[src/rtl/uart_mmio_pkg.sv]
// rtl/uart_mmio_pkg.sv - shared constants and state type for the memory-mapped UART
package uart_mmio_pkg;

    // Register offsets, word index taken from address[3:2]
    localparam logic [1:0] OFS_DATA   = 2'd0;
    localparam logic [1:0] OFS_STATUS = 2'd1;
    localparam logic [1:0] OFS_DIV    = 2'd2;
    localparam logic [1:0] OFS_CTRL   = 2'd3;

    // STATUS bit positions
    localparam int ST_RX_AVAIL  = 0;
    localparam int ST_RX_FULL   = 1;
    localparam int ST_TX_FULL   = 2;
    localparam int ST_TX_EMPTY  = 3;
    localparam int ST_TX_BUSY   = 4;
    localparam int ST_RX_OVR    = 5;
    localparam int ST_FRAME_ERR = 6;
    localparam int ST_TX_OVF    = 7;

    // CTRL bit positions and reset value (tx_en and rx_en on, interrupts off)
    localparam int CTRL_TX_EN = 0;
    localparam int CTRL_RX_EN = 1;
    localparam int CTRL_RX_IE = 2;
    localparam int CTRL_TX_IE = 3;
    localparam logic [3:0] CTRL_RESET = 4'b0011;

    // Frame state, shared by the serializer and the deserializer
    typedef enum logic [1:0] {
        IDLE  = 2'd0,
        START = 2'd1,
        DATA  = 2'd2,
        STOP  = 2'd3
    } uart_state_t;

endpackage

[src/rtl/uart_sync_fifo.sv]
// rtl/uart_sync_fifo.sv - single-clock FIFO with first-word fall-through read port
//
// Ports:
//   clk, rst      clock, synchronous active-high reset (empties the FIFO)
//   push, din     write request and data; accepted when not full or when popping
//   pop           read request; ignored when empty
//   dout          current head entry (valid while empty is low)
//   full, empty   occupancy flags
//   count         number of stored entries, 0..DEPTH
module uart_sync_fifo #(
    parameter int WIDTH = 8,
    parameter int DEPTH = 16
) (
    input  logic                     clk,
    input  logic                     rst,
    input  logic                     push,
    input  logic                     pop,
    input  logic [WIDTH-1:0]         din,
    output logic [WIDTH-1:0]         dout,
    output logic                     full,
    output logic                     empty,
    output logic [$clog2(DEPTH):0]   count
);

    localparam int AW = $clog2(DEPTH);
    localparam logic [AW-1:0] PTR_ONE = AW'(1);
    localparam logic [AW:0]   CNT_ONE = (AW+1)'(1);
    localparam logic [AW:0]   CNT_MAX = (AW+1)'(DEPTH);

    logic [WIDTH-1:0] mem [DEPTH];
    logic [AW-1:0]    wr_ptr;
    logic [AW-1:0]    rd_ptr;
    logic             do_push;
    logic             do_pop;

    assign empty = (count == '0);
    assign full  = (count == CNT_MAX);
    assign dout  = mem[rd_ptr];

    // A full FIFO still takes a push when the head leaves in the same cycle.
    assign do_pop  = pop & ~empty;
    assign do_push = push & (~full | do_pop);

    always_ff @(posedge clk) begin
        if (rst) begin
            wr_ptr <= '0;
            rd_ptr <= '0;
            count  <= '0;
        end else begin
            if (do_push) begin
                wr_ptr <= wr_ptr + PTR_ONE;
            end
            if (do_pop) begin
                rd_ptr <= rd_ptr + PTR_ONE;
            end
            case ({do_push, do_pop})
                2'b10:   count <= count + CNT_ONE;
                2'b01:   count <= count - CNT_ONE;
                default: count <= count;
            endcase
        end
    end

    always_ff @(posedge clk) begin
        if (do_push) begin
            mem[wr_ptr] <= din;
        end
    end

endmodule

[src/rtl/uart_mmio.sv]
// rtl/uart_mmio.sv - memory-mapped UART with TX/RX FIFOs, baud divisor, sticky errors and irq
//
// Ports:
//   clk, rst        clock, synchronous active-high reset
//   address         bus byte address; sel decodes address[31:4], offset is address[3:2]
//   write_data      bus write data
//   write_mask      byte enables
//   write_enable    write strobe
//   read_enable     read strobe; a DATA read with this high pops the RX FIFO
//   read_data       combinational register read data
//   sel             high when address falls in this block's 16-byte window
//   tx              serial output, idle high
//   rx              serial input, asynchronous to clk
//   irq             registered level interrupt
module uart_mmio
    import uart_mmio_pkg::*;
#(
    parameter logic [31:0] BASE_ADDR       = 32'h1001_0000,
    parameter int          TX_DEPTH        = 16,
    parameter int          RX_DEPTH        = 16,
    parameter int          DATA_BITS       = 8,
    parameter int          DIV_WIDTH       = 16,
    parameter int          DEFAULT_DIVISOR = 434
) (
    input  logic        clk,
    input  logic        rst,
    input  logic [31:0] address,
    input  logic [31:0] write_data,
    input  logic [3:0]  write_mask,
    input  logic        write_enable,
    input  logic        read_enable,
    output logic [31:0] read_data,
    output logic        sel,
    output logic        tx,
    input  logic        rx,
    output logic        irq
);

    localparam int BW = $clog2(DATA_BITS);
    localparam logic [BW-1:0]        LAST_BIT = BW'(DATA_BITS - 1);
    localparam logic [BW-1:0]        BIT_ONE  = BW'(1);
    localparam logic [DIV_WIDTH-1:0] ONE      = DIV_WIDTH'(1);
    localparam logic [DIV_WIDTH-1:0] MIN_DIV  = DIV_WIDTH'(4);

    // ---------------- bus decode ----------------
    logic [1:0] offset;
    logic       bus_wr;
    logic       bus_rd;

    assign sel    = (address[31:4] == BASE_ADDR[31:4]);
    assign offset = address[3:2];
    assign bus_wr = sel & write_enable;
    assign bus_rd = sel & read_enable;

    // ---------------- registers ----------------
    logic [DIV_WIDTH-1:0] divisor;
    logic [3:0]           ctrl;
    logic                 rx_ovr;
    logic                 frame_err;
    logic                 tx_ovf;
    logic                 rx_ovr_set;
    logic                 frame_err_set;
    logic                 tx_ovf_set;
    logic                 sticky_clr;
    logic [31:0]          div_merged;
    logic [DIV_WIDTH-1:0] div_next;

    logic tx_en;
    logic rx_en;
    assign tx_en = ctrl[CTRL_TX_EN];
    assign rx_en = ctrl[CTRL_RX_EN];

    // ---------------- FIFOs ----------------
    logic                       tx_push;
    logic                       tx_pop;
    logic                       tx_full;
    logic                       tx_empty;
    logic [DATA_BITS-1:0]       tx_dout;
    logic [$clog2(TX_DEPTH):0]  tx_count;

    logic                       rx_push;
    logic                       rx_pop;
    logic                       rx_full;
    logic                       rx_empty;
    logic [DATA_BITS-1:0]       rx_dout;
    logic [DATA_BITS-1:0]       rx_shift;
    logic [$clog2(RX_DEPTH):0]  rx_count;

    uart_sync_fifo #(.WIDTH(DATA_BITS), .DEPTH(TX_DEPTH)) u_tx_fifo (
        .clk   (clk),
        .rst   (rst),
        .push  (tx_push),
        .pop   (tx_pop),
        .din   (write_data[DATA_BITS-1:0]),
        .dout  (tx_dout),
        .full  (tx_full),
        .empty (tx_empty),
        .count (tx_count)
    );

    uart_sync_fifo #(.WIDTH(DATA_BITS), .DEPTH(RX_DEPTH)) u_rx_fifo (
        .clk   (clk),
        .rst   (rst),
        .push  (rx_push),
        .pop   (rx_pop),
        .din   (rx_shift),
        .dout  (rx_dout),
        .full  (rx_full),
        .empty (rx_empty),
        .count (rx_count)
    );

    // A byte written while the FIFO is full is only lost if the serializer
    // does not free a slot in the same cycle.
    assign tx_push    = bus_wr & (offset == OFS_DATA) & write_mask[0];
    assign tx_ovf_set = tx_push & tx_full & ~tx_pop;
    assign rx_pop     = bus_rd & (offset == OFS_DATA) & ~rx_empty;
    assign sticky_clr = bus_wr & (offset == OFS_STATUS) & write_mask[0];

    // Byte-lane merge for DIVISOR, then clamp so half-bit timing stays >= 2.
    always_comb begin
        div_merged = 32'(divisor);
        if (write_mask[0]) div_merged[7:0]  = write_data[7:0];
        if (write_mask[1]) div_merged[15:8] = write_data[15:8];
        div_next = div_merged[DIV_WIDTH-1:0];
        if (div_next < MIN_DIV) div_next = MIN_DIV;
    end

    always_ff @(posedge clk) begin
        if (rst) begin
            divisor   <= DIV_WIDTH'(DEFAULT_DIVISOR);
            ctrl      <= CTRL_RESET;
            rx_ovr    <= 1'b0;
            frame_err <= 1'b0;
            tx_ovf    <= 1'b0;
        end else begin
            if (bus_wr && offset == OFS_DIV && (write_mask[0] || write_mask[1])) begin
                divisor <= div_next;
            end
            if (bus_wr && offset == OFS_CTRL && write_mask[0]) begin
                ctrl <= write_data[3:0];
            end
            // W1C; a new event in the same cycle as the clear keeps the flag set.
            rx_ovr    <= (rx_ovr    & ~(sticky_clr & write_data[ST_RX_OVR]))    | rx_ovr_set;
            frame_err <= (frame_err & ~(sticky_clr & write_data[ST_FRAME_ERR])) | frame_err_set;
            tx_ovf    <= (tx_ovf    & ~(sticky_clr & write_data[ST_TX_OVF]))    | tx_ovf_set;
        end
    end

    // ---------------- serializer ----------------
    uart_state_t          tx_state;
    logic [DIV_WIDTH-1:0] tx_cnt;
    logic [DIV_WIDTH-1:0] tx_div;
    logic [DATA_BITS-1:0] tx_shift;
    logic [BW-1:0]        tx_bit;
    logic                 tx_last;
    logic                 tx_busy;

    assign tx_busy = (tx_state != IDLE);
    assign tx_last = (tx_cnt == tx_div - ONE);
    // New frame starts from IDLE or straight out of the last STOP cycle.
    assign tx_pop  = tx_en & ~tx_empty &
                     ((tx_state == IDLE) | ((tx_state == STOP) & tx_last));

    always_ff @(posedge clk) begin
        if (rst) begin
            tx_state <= IDLE;
            tx_cnt   <= '0;
            tx_div   <= '0;
            tx_shift <= '0;
            tx_bit   <= '0;
            tx       <= 1'b1;
        end else begin
            if (tx_pop) begin
                tx_state <= START;
                tx_shift <= tx_dout;
                tx_div   <= divisor;
                tx_cnt   <= '0;
                tx       <= 1'b0;
            end else begin
                case (tx_state)
                    IDLE: begin
                        tx <= 1'b1;
                    end
                    START: begin
                        if (tx_last) begin
                            tx_state <= DATA;
                            tx_cnt   <= '0;
                            tx_bit   <= '0;
                            tx       <= tx_shift[0];
                        end else begin
                            tx_cnt <= tx_cnt + ONE;
                        end
                    end
                    DATA: begin
                        if (tx_last) begin
                            tx_cnt <= '0;
                            if (tx_bit == LAST_BIT) begin
                                tx_state <= STOP;
                                tx       <= 1'b1;
                            end else begin
                                tx_bit   <= tx_bit + BIT_ONE;
                                tx_shift <= tx_shift >> 1;
                                tx       <= tx_shift[1];
                            end
                        end else begin
                            tx_cnt <= tx_cnt + ONE;
                        end
                    end
                    STOP: begin
                        if (tx_last) begin
                            tx_state <= IDLE;
                            tx_cnt   <= '0;
                        end else begin
                            tx_cnt <= tx_cnt + ONE;
                        end
                    end
                    default: tx_state <= IDLE;
                endcase
            end
        end
    end

    // ---------------- deserializer ----------------
    logic [1:0]           rx_sync;
    logic                 rx_s;
    uart_state_t          rx_state;
    logic [DIV_WIDTH-1:0] rx_cnt;
    logic [DIV_WIDTH-1:0] rx_div;
    logic [BW-1:0]        rx_bit;
    logic                 rx_last;
    logic                 rx_half;
    logic                 stop_sample;

    assign rx_s        = rx_sync[1];
    assign rx_last     = (rx_cnt == rx_div - ONE);
    assign rx_half     = (rx_cnt == (rx_div >> 1) - ONE);
    assign stop_sample = (rx_state == STOP) & rx_last;

    assign rx_push       = stop_sample & rx_s & (~rx_full | rx_pop);
    assign rx_ovr_set    = stop_sample & rx_s & rx_full & ~rx_pop;
    assign frame_err_set = stop_sample & ~rx_s;

    always_ff @(posedge clk) begin
        if (rst) begin
            rx_sync  <= 2'b11;
            rx_state <= IDLE;
            rx_cnt   <= '0;
            rx_div   <= '0;
            rx_bit   <= '0;
            rx_shift <= '0;
        end else begin
            rx_sync <= {rx_sync[0], rx};
            case (rx_state)
                IDLE: begin
                    if (rx_en && !rx_s) begin
                        rx_state <= START;
                        rx_div   <= divisor;
                        rx_cnt   <= '0;
                    end
                end
                START: begin
                    // Mid-start resample rejects glitches shorter than half a bit.
                    if (rx_half) begin
                        rx_cnt <= '0;
                        rx_bit <= '0;
                        rx_state <= rx_s ? IDLE : DATA;
                    end else begin
                        rx_cnt <= rx_cnt + ONE;
                    end
                end
                DATA: begin
                    if (rx_last) begin
                        rx_cnt   <= '0;
                        rx_shift <= {rx_s, rx_shift[DATA_BITS-1:1]};
                        if (rx_bit == LAST_BIT) begin
                            rx_state <= STOP;
                        end else begin
                            rx_bit <= rx_bit + BIT_ONE;
                        end
                    end else begin
                        rx_cnt <= rx_cnt + ONE;
                    end
                end
                STOP: begin
                    if (rx_last) begin
                        rx_state <= IDLE;
                        rx_cnt   <= '0;
                    end else begin
                        rx_cnt <= rx_cnt + ONE;
                    end
                end
                default: rx_state <= IDLE;
            endcase
        end
    end

    // ---------------- read mux and interrupt ----------------
    logic [7:0] status;

    always_comb begin
        status               = '0;
        status[ST_RX_AVAIL]  = ~rx_empty;
        status[ST_RX_FULL]   = rx_full;
        status[ST_TX_FULL]   = tx_full;
        status[ST_TX_EMPTY]  = tx_empty;
        status[ST_TX_BUSY]   = tx_busy;
        status[ST_RX_OVR]    = rx_ovr;
        status[ST_FRAME_ERR] = frame_err;
        status[ST_TX_OVF]    = tx_ovf;
    end

    always_comb begin
        read_data = '0;
        case (offset)
            OFS_DATA:   if (!rx_empty) read_data[DATA_BITS-1:0] = rx_dout;
            OFS_STATUS: read_data[7:0] = status;
            OFS_DIV:    read_data[DIV_WIDTH-1:0] = divisor;
            OFS_CTRL:   read_data[3:0] = ctrl;
            default:    read_data = '0;
        endcase
    end

    always_ff @(posedge clk) begin
        if (rst) begin
            irq <= 1'b0;
        end else begin
            irq <= (~rx_empty & ctrl[CTRL_RX_IE]) |
                   (tx_empty & ~tx_busy & ctrl[CTRL_TX_IE]);
        end
    end

    logic unused_ok;
    assign unused_ok = &{1'b0, address[1:0], write_data[31:16], write_mask[3:2],
                         div_merged, tx_count, rx_count};

endmodule

[config.mk]
export PLATFORM = sky130hd
export DESIGN_NAME = uart_mmio
export DESIGN_NICKNAME = d
export VERILOG_FILES = /design/src/rtl/uart_mmio_pkg.sv /design/src/rtl/uart_sync_fifo.sv /design/src/rtl/uart_mmio.sv
export SDC_FILE = /design/constraint.sdc
export NUM_CORES = 1
export LEC_CHECK = 0
export ABC_AREA = 1
export CORE_UTILIZATION = 39
export DETAILED_ROUTE_END_ITERATION = 6
export SETUP_SLACK_MARGIN = 0.5
export SLEW_MARGIN = 10
export SYNTH_ARGS = -nofsm -noshare
export SYNTH_HDL_FRONTEND = slang
export SYNTH_SLANG_ARGS = --single-unit
[constraint.sdc]
create_clock -name clk -period 4.9 [get_ports clk]
set_clock_uncertainty 0.05 [all_clocks]
set_input_delay 0.98 -clock clk [delete_from_list [all_inputs] [get_ports clk]]
set_output_delay 0.98 -clock clk [all_outputs]
set_load 0.05 [all_outputs]
==> summary.txt <==
Outcome: finished clean
Syn Area/Cell: 9.28 um^2
Seq/Total Area, Yosys: 54.4%
Buf/Inv on CP: 4
Yosys reg bits: 407
Clk_lat worst skew: 0.58 ns
CTS Root Cell: clkbuf_16
EDFF count, synth: 256
Top_reg_cell synth: edfxtp_1
Antenna Nets Post-Route: 0
Drt drc: 0
GRT overflow: 0
Total GRT Usage: 19.0%
Most frequent cells in the layout: 300 x nand2_1, 256 x edfxtp_1, 255 x inv_1
CTS HTree Levels: 2
Hold Violations, Final: 0
Post-detail-place hpwl: 32.2 mm
Layout area overhead: 14.7%
Worst Setup Start Kind: input port
IO Count: 108
Initial Util: 39.4%
Fmax: 0.236 GHz
Top Family by Delay on Critical Path: buffers and inverters
Crit path depth: 6
NumNets Final: 2307
Max cap viols: 0
Worst Hold Class: reg -> reg
Async set-reset flop share out of synthesis: 0%
Int Power: 6620 uW
Die X: 227 um
CP max-delay cell: clkdlybuf4s50_1
Flop-to-flop setup slack: 0.91 ns
Setup_tns: 0 ns
CP Class: in -> out
CP peak stage delay: 0.83 ns
Hold worst-path end: rx_sync[1]
Number of global-route vias before repair: 14300
Req. time, crit path: 3.87 ns
RR Endpoint: u_rx_fifo.count[4]
Reg-to-reg startpoint: rx_div[0]
Final min period: 4.23 ns
Crit-path cells: clkdlybuf4s50_1, inv_1, nor2_1, inv_1, nor2_1, clkdlybuf4s50_1
Post-synthesis cell area: 0.0197 mm^2
IO Port Bufs: 71
Net Sw Frac: 33.8%
Clock slew at reported path FFs: 0.06 ns
RSZ-0062 raised after global routing: false
Power density cells: 443 mW/mm^2
RePlAce Congestion: 0.860
# setup viols final: 0
Ant diodes: 0
Syn Inst Count: 2122
Sequential power share: 40.6%
DRT Pass-1 Iters: 5
Arrival time of the worst setup path: 3.20 ns
Num Clock Sinks: 407
Static Leak: 0.00865 uW
Via count: 14775
Die Y-Extent: 227 um
Max-slew violation count: 0
First-pass GRT wire length: 76.6 mm
WL/cell: 16.6 um
Initial antenna violation count: 0
Hold Path Stages: 1
Final worst path period share: 86.3%
Maximum vdd drop: 0.000356 V
WL final: 48.1 mm
CP Capture Type: output port
CTS Buffer Depth: 3
Setup Slack @ Placement: 0.484 ns
Most common cell after layout, fill and taps aside: nand2_1
Cell count after placement: 2825
DR vias/cell: 5.08
Worst Hold Launch: rx_sync[0]
Num rows: 82
TritonCTS clock tree: done
Rel. slew slack: 39.0%
DIE AREA: 0.0514 mm^2
Ys Warns: 0
Gate power share: 26.3%
Largest net degree at the start of global routing: 72
Worst-margin pin slew: 0.912 ns
Cts hold-fix bufs: 0
CTS buffer count: 44
Initial drt markers: 1004
Cell variety after synth: 56
R2R cell count: 22
Layout Utilization: 45.2%
Crit path max fanout: 14
Setup ws final: 0.671 ns
Post-Layout Cell Count: 2907
Clock Power Share: 33.1%
Sw power: 3380 uW
Core region area: 0.0500 mm^2
Share of cells above drive strength 1: 8.28%
synthesized netlist by cell type, types with 16 or more instances:
library cell    n  area (um^2)
dfxtp_1       151         3020
ha_1           32          400
edfxtp_1      256         7690
o211ai_1       60          450
clkbuf_1       58          218
mux2i_1        62          621
a21oi_1       167          836
nand4_1        17          106
o21ai_0       167          836
nor3_1         26          130
nand2_1       300         1130
inv_1         256          961
xnor2_1        27          236
xor2_1         44          385
nand3_1       118          591
buf_4          16          120
nor2_1        201          754
cell type report:
class | instances | area (um^2)
fill | 4765 | 27400
sequential | 407 | 10700
multi-input combinational | 1363 | 7570
clock buffer | 66 | 1230
timing repair buffer | 115 | 1040
inverter | 269 | 1010
tap | 672 | 841
clock inverter | 15 | 188
worst max-delay path by stage:
| stage | start | to |
|---|---|---|
| 4_1_cts | register | read_data[1] |
| 5_1_grt | rx_div[0] | u_rx_fifo.count[4] |
| 2_1_floorplan | register | read_data[5] |
| 6_report | address[3] | read_data[9] |
| 3_3_place_gp | address[13] | u_rx_fifo.count[4] |
| 3_5_place_dp | address[13] | u_rx_fifo.count[4] |
routing by layer:
metal | GRT usage, % | vias up | share of wire, %
li1 | - | 7351 | -
met1 | 25.4 | 7043 | 46
met2 | 31.9 | 309 | 48
met3 | 2.84 | 72 | 4.5
met4 | 4.82 | 0 | 2.0
met5 | 0 | - | 0
registers in the layout, indices dropped and copies added (netlist names), 4 cells and up, named ones only:
register	cells
tx_div	16
u_rx_fifo.count	5
ctrl	4
u_rx_fifo.rd_ptr	4
u_tx_fifo.rd_ptr	4
u_rx_fifo.wr_ptr	4
rx_div	16
divisor	16
u_tx_fifo.mem	128
rx_shift	8
rx_cnt	16
u_tx_fifo.count	5
tx_cnt	16
u_tx_fifo.wr_ptr	4
u_rx_fifo.mem	128
tx_shift	8
power groups by stage:
stage | combinational (uW) | clock, uW | sequential, uW
after floorplan | 2140 | 0 | 4010
after global placement | 2560 | 0 | 4130
after detailed placement | 2620 | 0 | 4130
after CTS | 2640 | 3370 | 4060
after global routing | 2980 | 3500 | 4100
final | 2630 | 3310 | 4060
through the flow:
stage          instance area (um^2)  power, uW  hold WS, ns
5_1_grt                       22600      10600        0.380
4_1_cts                       22600      10100        0.361
3_5_place_dp                  21200       6760        0.343
2_1_floorplan                 19800       6150        0.339
6_report                      22600      10000        0.354
3_3_place_gp                  21200       6690        0.342
cell families (layout without fill, tap and decap cells):
family / after synthesis / count (layout) / synth area share (%)
XOR/XNOR: 71 / 71 / 3.16
adder cells (fa/ha/maj): 34 / 34 / 2.24
flip-flops: 407 / 407 / 54.4
AND/OR/NAND/NOR: 742 / 742 / 17.2
AO/OA/AOI/OAI: 436 / 436 / 12.2
other: 1 / 16 / 0.0190
buffers and inverters: 367 / 465 / 7.52
multiplexers: 64 / 64 / 3.26
timing repair:
item                                    CTS  global route
gates resized for setup                   1             4
buffers inserted                          1             0
endpoints found under the setup margin    3             3
Power figures use the tool's default switching activity.
